===== src/rtl/datapath_seq.sv =====
// Register-file datapath (A/B/C pipeline, shifter, ALU, {V,N,Z} status) stepped by an
// internal multicycle sequencer behind a start/busy/done handshake, plus a debug read port.
module datapath_seq #(
   parameter int W  = 16,
   parameter int RW = 3
) (
   input  logic          clk,
   input  logic          reset,
   input  logic          start,
   input  logic [1:0]    mode,
   input  logic [1:0]    ALUop,
   input  logic [1:0]    shift,
   input  logic [RW-1:0] rn,
   input  logic [RW-1:0] rm,
   input  logic [RW-1:0] rd,
   input  logic [W-1:0]  imm,
   output logic          busy,
   output logic          done,
   output logic [2:0]    status,
   output logic [W-1:0]  C,
   input  logic [RW-1:0] dbg_num,
   output logic [W-1:0]  dbg_data
);

   localparam int NREG = 2 ** RW;

   localparam logic [1:0] MODE_RR  = 2'b00;
   localparam logic [1:0] MODE_RI  = 2'b01;
   localparam logic [1:0] MODE_MOV = 2'b10;
   localparam logic [1:0] MODE_CMP = 2'b11;

   localparam logic [1:0] OP_ADD = 2'b00;
   localparam logic [1:0] OP_SUB = 2'b01;
   localparam logic [1:0] OP_AND = 2'b10;
   localparam logic [1:0] OP_NOT = 2'b11;

   typedef enum logic [2:0] {IDLE, READA, READB, EXEC, WB} state_t;

   state_t state, next_state;

   logic [W-1:0]  regs [NREG];
   logic [W-1:0]  a_reg, b_reg;
   logic [1:0]    mode_q, op_q, shift_q;
   logic [RW-1:0] rn_q, rm_q, rd_q;
   logic [W-1:0]  imm_q;

   logic          accept, do_reada, do_readb, do_exec, do_wb, last_step;
   logic [W-1:0]  b_shifted, a_in, b_in, alu_res;
   logic [1:0]    op_eff;
   logic          ovf;

   always_ff @(posedge clk or posedge reset) begin
      if (reset) begin
         state <= IDLE;
      end else begin
         state <= next_state;
      end
   end

   // The first state after accept depends on the live mode input; afterwards the latched mode steers.
   always_comb begin
      next_state = state;
      unique case (state)
         IDLE: begin
            if (start) begin
               next_state = (mode == MODE_MOV) ? EXEC : READA;
            end
         end
         READA:   next_state = (mode_q == MODE_RI) ? EXEC : READB;
         READB:   next_state = EXEC;
         EXEC:    next_state = (mode_q == MODE_CMP) ? IDLE : WB;
         WB:      next_state = IDLE;
         default: next_state = IDLE;
      endcase
   end

   always_comb begin
      accept    = (state == IDLE) && start;
      do_reada  = (state == READA);
      do_readb  = (state == READB);
      do_exec   = (state == EXEC);
      do_wb     = (state == WB);
      last_step = do_wb || (do_exec && (mode_q == MODE_CMP));
   end

   // Shifter and ALU; move-immediate forces a zero A operand and an ADD.
   always_comb begin
      b_shifted = b_reg;
      case (shift_q)
         2'b01:   b_shifted = {b_reg[W-2:0], 1'b0};
         2'b10:   b_shifted = {1'b0, b_reg[W-1:1]};
         2'b11:   b_shifted = {b_reg[W-1], b_reg[W-1:1]};
         default: b_shifted = b_reg;
      endcase

      a_in   = a_reg;
      b_in   = b_shifted;
      op_eff = op_q;
      if (mode_q == MODE_RI) begin
         b_in = imm_q;
      end else if (mode_q == MODE_MOV) begin
         a_in   = '0;
         b_in   = imm_q;
         op_eff = OP_ADD;
      end

      alu_res = '0;
      ovf     = 1'b0;
      case (op_eff)
         OP_ADD: begin
            alu_res = a_in + b_in;
            ovf     = (a_in[W-1] == b_in[W-1]) && (alu_res[W-1] != a_in[W-1]);
         end
         OP_SUB: begin
            alu_res = a_in - b_in;
            ovf     = (a_in[W-1] != b_in[W-1]) && (alu_res[W-1] != a_in[W-1]);
         end
         OP_AND:  alu_res = a_in & b_in;
         OP_NOT:  alu_res = ~b_in;
         default: alu_res = '0;
      endcase
   end

   // Datapath registers; busy/done are registered so they change on the same edge as the state.
   always_ff @(posedge clk or posedge reset) begin
      if (reset) begin
         for (int i = 0; i < NREG; i++) begin
            regs[i] <= '0;
         end
         a_reg   <= '0;
         b_reg   <= '0;
         C       <= '0;
         status  <= '0;
         busy    <= 1'b0;
         done    <= 1'b0;
         mode_q  <= '0;
         op_q    <= '0;
         shift_q <= '0;
         rn_q    <= '0;
         rm_q    <= '0;
         rd_q    <= '0;
         imm_q   <= '0;
      end else begin
         if (accept) begin
            mode_q  <= mode;
            op_q    <= ALUop;
            shift_q <= shift;
            rn_q    <= rn;
            rm_q    <= rm;
            rd_q    <= rd;
            imm_q   <= imm;
         end
         if (do_reada) begin
            a_reg <= regs[rn_q];
         end
         if (do_readb) begin
            b_reg <= regs[rm_q];
         end
         if (do_exec) begin
            C <= alu_res;
            if (mode_q != MODE_MOV) begin
               status <= {ovf, alu_res[W-1], (alu_res == '0)};
            end
         end
         if (do_wb) begin
            regs[rd_q] <= C;
         end
         busy <= (next_state != IDLE);
         done <= last_step;
      end
   end

   assign dbg_data = regs[dbg_num];

endmodule


===== config.mk =====
export PLATFORM = sky130hd
export DESIGN_NAME = datapath_seq
export DESIGN_NICKNAME = d
export VERILOG_FILES = /design/src/rtl/datapath_seq.sv
export SDC_FILE = /design/constraint.sdc
export NUM_CORES = 1
export LEC_CHECK = 0
export ABC_AREA = 1
export BUFFER_PORTS_ARGS = -buffer_cell sky130_fd_sc_hd__buf_2
export CAP_MARGIN = 0
export CORE_MARGIN = 3
export CORE_UTILIZATION = 63
export CTS_BUF_LIST = sky130_fd_sc_hd__clkbuf_8
export DETAILED_ROUTE_END_ITERATION = 10
export PLACE_DENSITY = 0.83
export REMOVE_ABC_BUFFERS = 1
export SLEW_MARGIN = 20
export SYNTH_ARGS = -nofsm -noshare
export SYNTH_HDL_FRONTEND = slang
export SYNTH_SLANG_ARGS = --single-unit

===== constraint.sdc =====
create_clock -name clk -period 19 [get_ports clk]
set_input_delay 1.9 -clock clk [delete_from_list [all_inputs] [get_ports clk]]
set_output_delay 1.9 -clock clk [all_outputs]
set_load 0.01 [all_outputs]

==> results.toml, run 1 <==
[outcome]
status = "completed"

[floorplan]
initial_utilization = 0.652
die_height_um = 155
rows = 53
dieArea_sq_um = 24000
coreArea_sq_um = 21400
die_w_um = 155
ioPinCount = 74

[clocking]
ctsHoldBuffers = 0
path_clk_slew_ns = 0.05
tritoncts = "done"
insertion_delay_ns = 0.56
clk_path_buf_depth = 3
root_buffer = "clkbuf_8"
cts_num_sinks = 215
cts-htree-levels = 2
post_cts_buffers = 0
cts_made_buffers = 39
cts_resized = 0

[placed_design]
portBuffers = 73
preCtsSetupSlack_ns = 13.31
place_congestion = 1.05
place.detailed.hpwl_mm = 29.9

[drt]
vias = 14589
drt-total-wl_mm = 45.2
avgRoutedWirePerCell_um = 19.3
vias_per_cell = 6.23
drtPass1Iterations = 6
final_antenna_net_count = 0
drc = 0
drt_iter0_markers = 2041

[synthesis]
syn_area_sq_um = 14000
async_flop_share = 1.00
synthDominantCellAreaShare = 0.385
avgSynthCellArea_sq_um = 6.86
synth_flop_cell = "dfrtp_1"
synth_edf_count = 0
synth.top_cells.by_area = "dfrtp_1, o21ai_0, nand2_1"
ys_ff_latch = 215
synth_cells = 2036
synth_largest_area_cell = "dfrtp_1"
synth_common_cells = "nand2_1, o21ai_0, inv_1"
yosys_warnings = 0
ys_seq_area_frac = 0.385
synth.most_common_cell = "nand2_1"
synth_cell_type_count = 41

[sta]
fin_crit_ns = 5.84
tightest_slew_ns = 1.12
setup_violations = 0
fmax_mhz = 171
rsz0062_at_grt = "false"
slew_viol_final = 0
setup_ws_ns = 13.16
hold_violations = 0
min_period_over_period = 0.307
relSlewSlack = 0.254
tns_ns = 0
fin_worst_skew_ns = 0.0250

[global_routing]
grt_pass1_vias = 13765
grt_pass1_wl_mm = 72.6
grt_max_degree = 140
grt_use_total = 0.378
antenna_found_initial = 1
grt_overflow_total = 0

[power_and_ir_drop]
powerDensity_nw_per_um2 = 207
p_leak_uw = 0.00718
peakVddDrop_uv = 134

[flow_run]
maxCapViolations = 0

[finish]
largest_reg_flops = 128
area_delta_synth_final_pct = 8.52
fillers = 1859
regMostFlops = "regs"
nets = 2107
diodes = 0
drive_above_1_share = 0.0857

[critical_path]
cp-start-kind = "input port"
cp-end-kind = "primary output"
worstPathRequired_ns = 17.10
cp_data_arrival_time_ns = 3.94
crit_type = "input port to primary output"
worstPathMaxFanout = 71

[hold_path]
hold_class = "flop to flop"
## routing by layer
layer / part of all wire / track usage / vias to the layer above / routed length, um
met5: 0.00029 / 0 / - / 13
met1: 0.41 / 0.541 / 6715 / 18400
li1: - / - / 6773 / -
met3: 0.13 / 0.0773 / 130 / 5780
met2: 0.43 / 0.566 / 969 / 19300
met4: 0.040 / 0.153 / 2 / 1820
## cell type report
cell class | instances | area, sq um | share of cell area
inverter | 223 | 850 | 0.0560
multi-input combinational | 1464 | 7200 | 0.475
clock inverter | 17 | 104 | 0.00685
clock buffer | 53 | 729 | 0.0481
timing repair buffer | 94 | 543 | 0.0358
sequential | 215 | 5390 | 0.356
tap | 275 | 344 | 0.0227
## critical path, stage by stage
cell     delay, ns
buf_2         0.08
buf_4         0.36
buf_4         0.59
o21ai_0       0.21
o21ai_0       0.28
nor2_1        0.08
a31oi_1       0.19
buf_2         0.16
## cells in the final DEF, fill, tap and decap left out, drive strengths merged, types with 31 or more instances in the layout
cell type | Yosys | routed
clkbuf | 87 | 53
nand2 | 488 | 488
nand3 | 145 | 145
nor2 | 138 | 138
ha | 31 | 31
dfrtp | 215 | 215
o21ai | 387 | 387
o211ai | 83 | 83
a21oi | 120 | 120
buf | 47 | 94
inv | 222 | 235
## through the flow
| stage | total power [uW] | area [sq um] | instances | util | hold slack, ns |
|---|---|---|---|---|---|
| 2_1_floorplan | 2030 | 13400 | 1902 | - | 0.449 |
| 3_3_place_gp | 2550 | 14300 | 2270 | 0.668 | 0.463 |
| 3_5_place_dp | 2600 | 14300 | 2270 | 0.668 | 0.466 |
| 4_1_cts | 3070 | 15100 | 2340 | 0.706 | 0.481 |
| 5_1_grt | 3390 | 15200 | 2341 | 0.708 | 0.498 |
| 6_report | 3140 | 15200 | 2341 | 0.708 | 0.479 |
## worst paths after layout
kind	from	to	slack (ns)	cells after the start
max	dbg_num[0]	dbg_data[10]	13.16	8
min reg2reg	imm_q[9]	imm_q[9]	0.48	2
max reg2reg	shift_q[0]	status[0]	15.14	18
max in group asynchronous	reset	regs[41]	15.81	3
min	imm_q[9]	imm_q[9]	0.48	2
min in group asynchronous	reset	regs[50]	1.54	2
## cell families after synthesis
logic type	Yosys count	share of synthesized area
adders and majority gates	33	0.0306
DFF	215	0.385
xor gates and xnor gates	4	0.00251
and+or+nand+nor	809	0.240
buffers and inverters	357	0.101
AOI/OAI and AO/OA	618	0.241
## power by group
| group | switching [uW] | internal [uW] |
|---|---|---|
| registers | 164 | 632 |
| clock network | 199 | 262 |
| logic | 1320 | 562 |
No activity file was read; power rests on OpenSTA's default activity.
==> run 2: changes to the inputs <==
--- a/config.mk
+++ b/config.mk
@@ -9,10 +9,10 @@
 export BUFFER_PORTS_ARGS = -buffer_cell sky130_fd_sc_hd__buf_2
 export CAP_MARGIN = 0
 export CORE_MARGIN = 3
-export CORE_UTILIZATION = 63
+export CORE_UTILIZATION = 58
 export CTS_BUF_LIST = sky130_fd_sc_hd__clkbuf_8
 export DETAILED_ROUTE_END_ITERATION = 10
-export PLACE_DENSITY = 0.83
+export PLACE_DENSITY = 0.8
 export REMOVE_ABC_BUFFERS = 1
 export SLEW_MARGIN = 20
 export SYNTH_ARGS = -nofsm -noshare
==> constraint.sdc (replaced) <==
create_clock -name clk -period 4.8 [get_ports clk]
set_input_delay 0.48 -clock clk [delete_from_list [all_inputs] [get_ports clk]]
set_output_delay 0.48 -clock clk [all_outputs]
set_load 0.01 [all_outputs]
==> run 2 against run 1 <==
First-iteration DRC count shrank 16%. Register-to-register slack lost 14 ns. Sequential share of layout area is essentially flat. Largest cell class unchanged. Largest power group unchanged.
==> results.toml, run 2 (synthesized netlist as in run 1, its figures left out) <==
[clocking]
cts-htree-levels = 2
cts_resized = 0
tritoncts = "done"
post_cts_buffers = 0
clk_path_buf_depth = 3
cts_num_sinks = 215
cts_made_buffers = 38
ctsHoldBuffers = 0
path_clk_slew_ns = 0.06
root_buffer = "clkbuf_8"
insertion_delay_ns = 0.55

[power_and_ir_drop]
peakVddDrop_uv = 518
p_leak_uw = 0.00718
power_uw = 12200
powerDensity_nw_per_um2 = 806

[drt]
drtPass1Iterations = 7
avgRoutedWirePerCell_um = 19.1
wl_met2_mm = 20.8
dr_wl_met3_mm = 4.18
drt-met1-wl_mm = 18.8
drt-total-wl_mm = 45.5
drc = 0
final_antenna_net_count = 0
vias_per_cell = 6.01
drt_iter0_markers = 1721
highest_layer = "met4"
vias = 14347

[critical_path]
cp-end-kind = "flop"
worstPathRequired_ns = 5.27
max_stage_delay_ns = 0.54
worstPathCellList = "inv_1 > nand2_1 > o22ai_1 > nand2_1 > nand2_1 > ha_1 > fa_1 > nand3_1 > nand2_1 > nand2_1 > nand2_1 > nand2_1 > nand3_1 > nand2_1 > nand3_1 > nor2_1 > nand4_1 > o21bai_1"
cp_slowest_cell = "fa_1"
crit_top_cell = "nand2_1"
crit_type = "flop to flop"
cp_data_arrival_time_ns = 4.07
worstPathMaxFanout = 15
cp-start-kind = "flop"

[finish]
final_cell_mix = "nand2_1, o21ai_0, inv_1, dfrtp_1, nand3_1"
nets = 2107
diodes = 0
fin_area_sq_um = 15200
regMostFlops = "regs"
final_common_cell = "nand2_1"
largest_reg_flops = 128
drive_above_1_share = 0.0847
area_delta_synth_final_pct = 8.66

[sta]
fmax_mhz = 278
relSlewSlack = 0.305
setup_violations = 0
hold_violations = 0
slew_viol_final = 0
rsz0062_at_grt = "false"
whs_ns = 0.125
tightest_slew_ns = 1.04
tns_ns = 0
fin_worst_skew_ns = 0.0183
setup_ws_ns = 1.20
fin_crit_ns = 3.60
min_period_over_period = 0.750

[placed_design]
place_congestion = 0.975
portBuffers = 73
place.detailed.hpwl_mm = 30.6
preCtsSetupSlack_ns = 1.29
place_area_sq_um = 14400

[floorplan]
initial_utilization = 0.593
ioPinCount = 74
die_w_um = 161
rows = 56
coreArea_sq_um = 23500
die_height_um = 161
dieArea_sq_um = 26000

[flow_run]
maxCapViolations = 0

[global_routing]
grt_pass1_wl_mm = 72.5
antenna_found_initial = 0
grt_pass1_vias = 13253
grt_overflow_total = 0
grt_use_total = 0.349
grt_max_degree = 137

[hold_path]
hold_class = "input port to flop"

[outcome]
status = "completed"
-- run 2: layout make-up --
| cell class | count | area, sq um |
|---|---|---|
| Clock inverter | 21 | 121 |
| Timing Repair Buffer | 95 | 543 |
| Inverter | 223 | 850 |
| Sequential cell | 215 | 5390 |
| Multi-Input combinational cell | 1464 | 7200 |
| Clock buffer | 49 | 674 |
| Tap cell | 319 | 399 |
| Fill cell | 2151 | 8360 |
-- run 2: worst paths after layout --
check / start / end / cells past startpoint / slack, ns
setup / recovery: shift_q[1] / status[0] / 18 / 1.20
hold / removal: imm[5] / imm_q[5] / 3 / 0.13
setup reg to reg: shift_q[1] / status[0] / 18 / 1.20
hold reg to reg: regs[107] / regs[107] / 2 / 0.48
max in group asynchronous: reset / C[14] / 3 / 3.66
min in group asynchronous: reset / regs[64] / 2 / 0.14
-- run 2: stage by stage --
stage               utilization  std cells
detailed placement        0.611       2316
global route              0.645       2386
finish                    0.645       2386
global placement          0.611       2316
floorplan                     -       1902
CTS                       0.645       2386
-- run 2: layer usage --
metal	GRT usage	up-vias
li1	-	6774
met1	0.485	6697
met2	0.553	756
met3	0.0585	120
met4	0.134	0
met5	0	-
-- run 2: critical path: cells and delay by family (launching register included) --
family | cells | cell delay, ns
AO/OA/AOI/OAI | 2 | 0.23
adder cells (fa/ha/maj) | 2 | 0.85
buffers and inverters | 1 | 0.30
flip-flops | 1 | 0.53
AND/OR/NAND/NOR | 13 | 1.61
-- run 2: report_power, final --
| group | switching [uW] | leakage (uW) | internal, uW | total [uW] |
|---|---|---|---|---|
| clock network | 794 | 0.000463 | 975 | 1770 |
| registers | 797 | 0.00283 | 2500 | 3300 |
| logic | 4960 | 0.00388 | 2200 | 7160 |
| total | 6550 | 0.00718 | 5680 | 12200 |
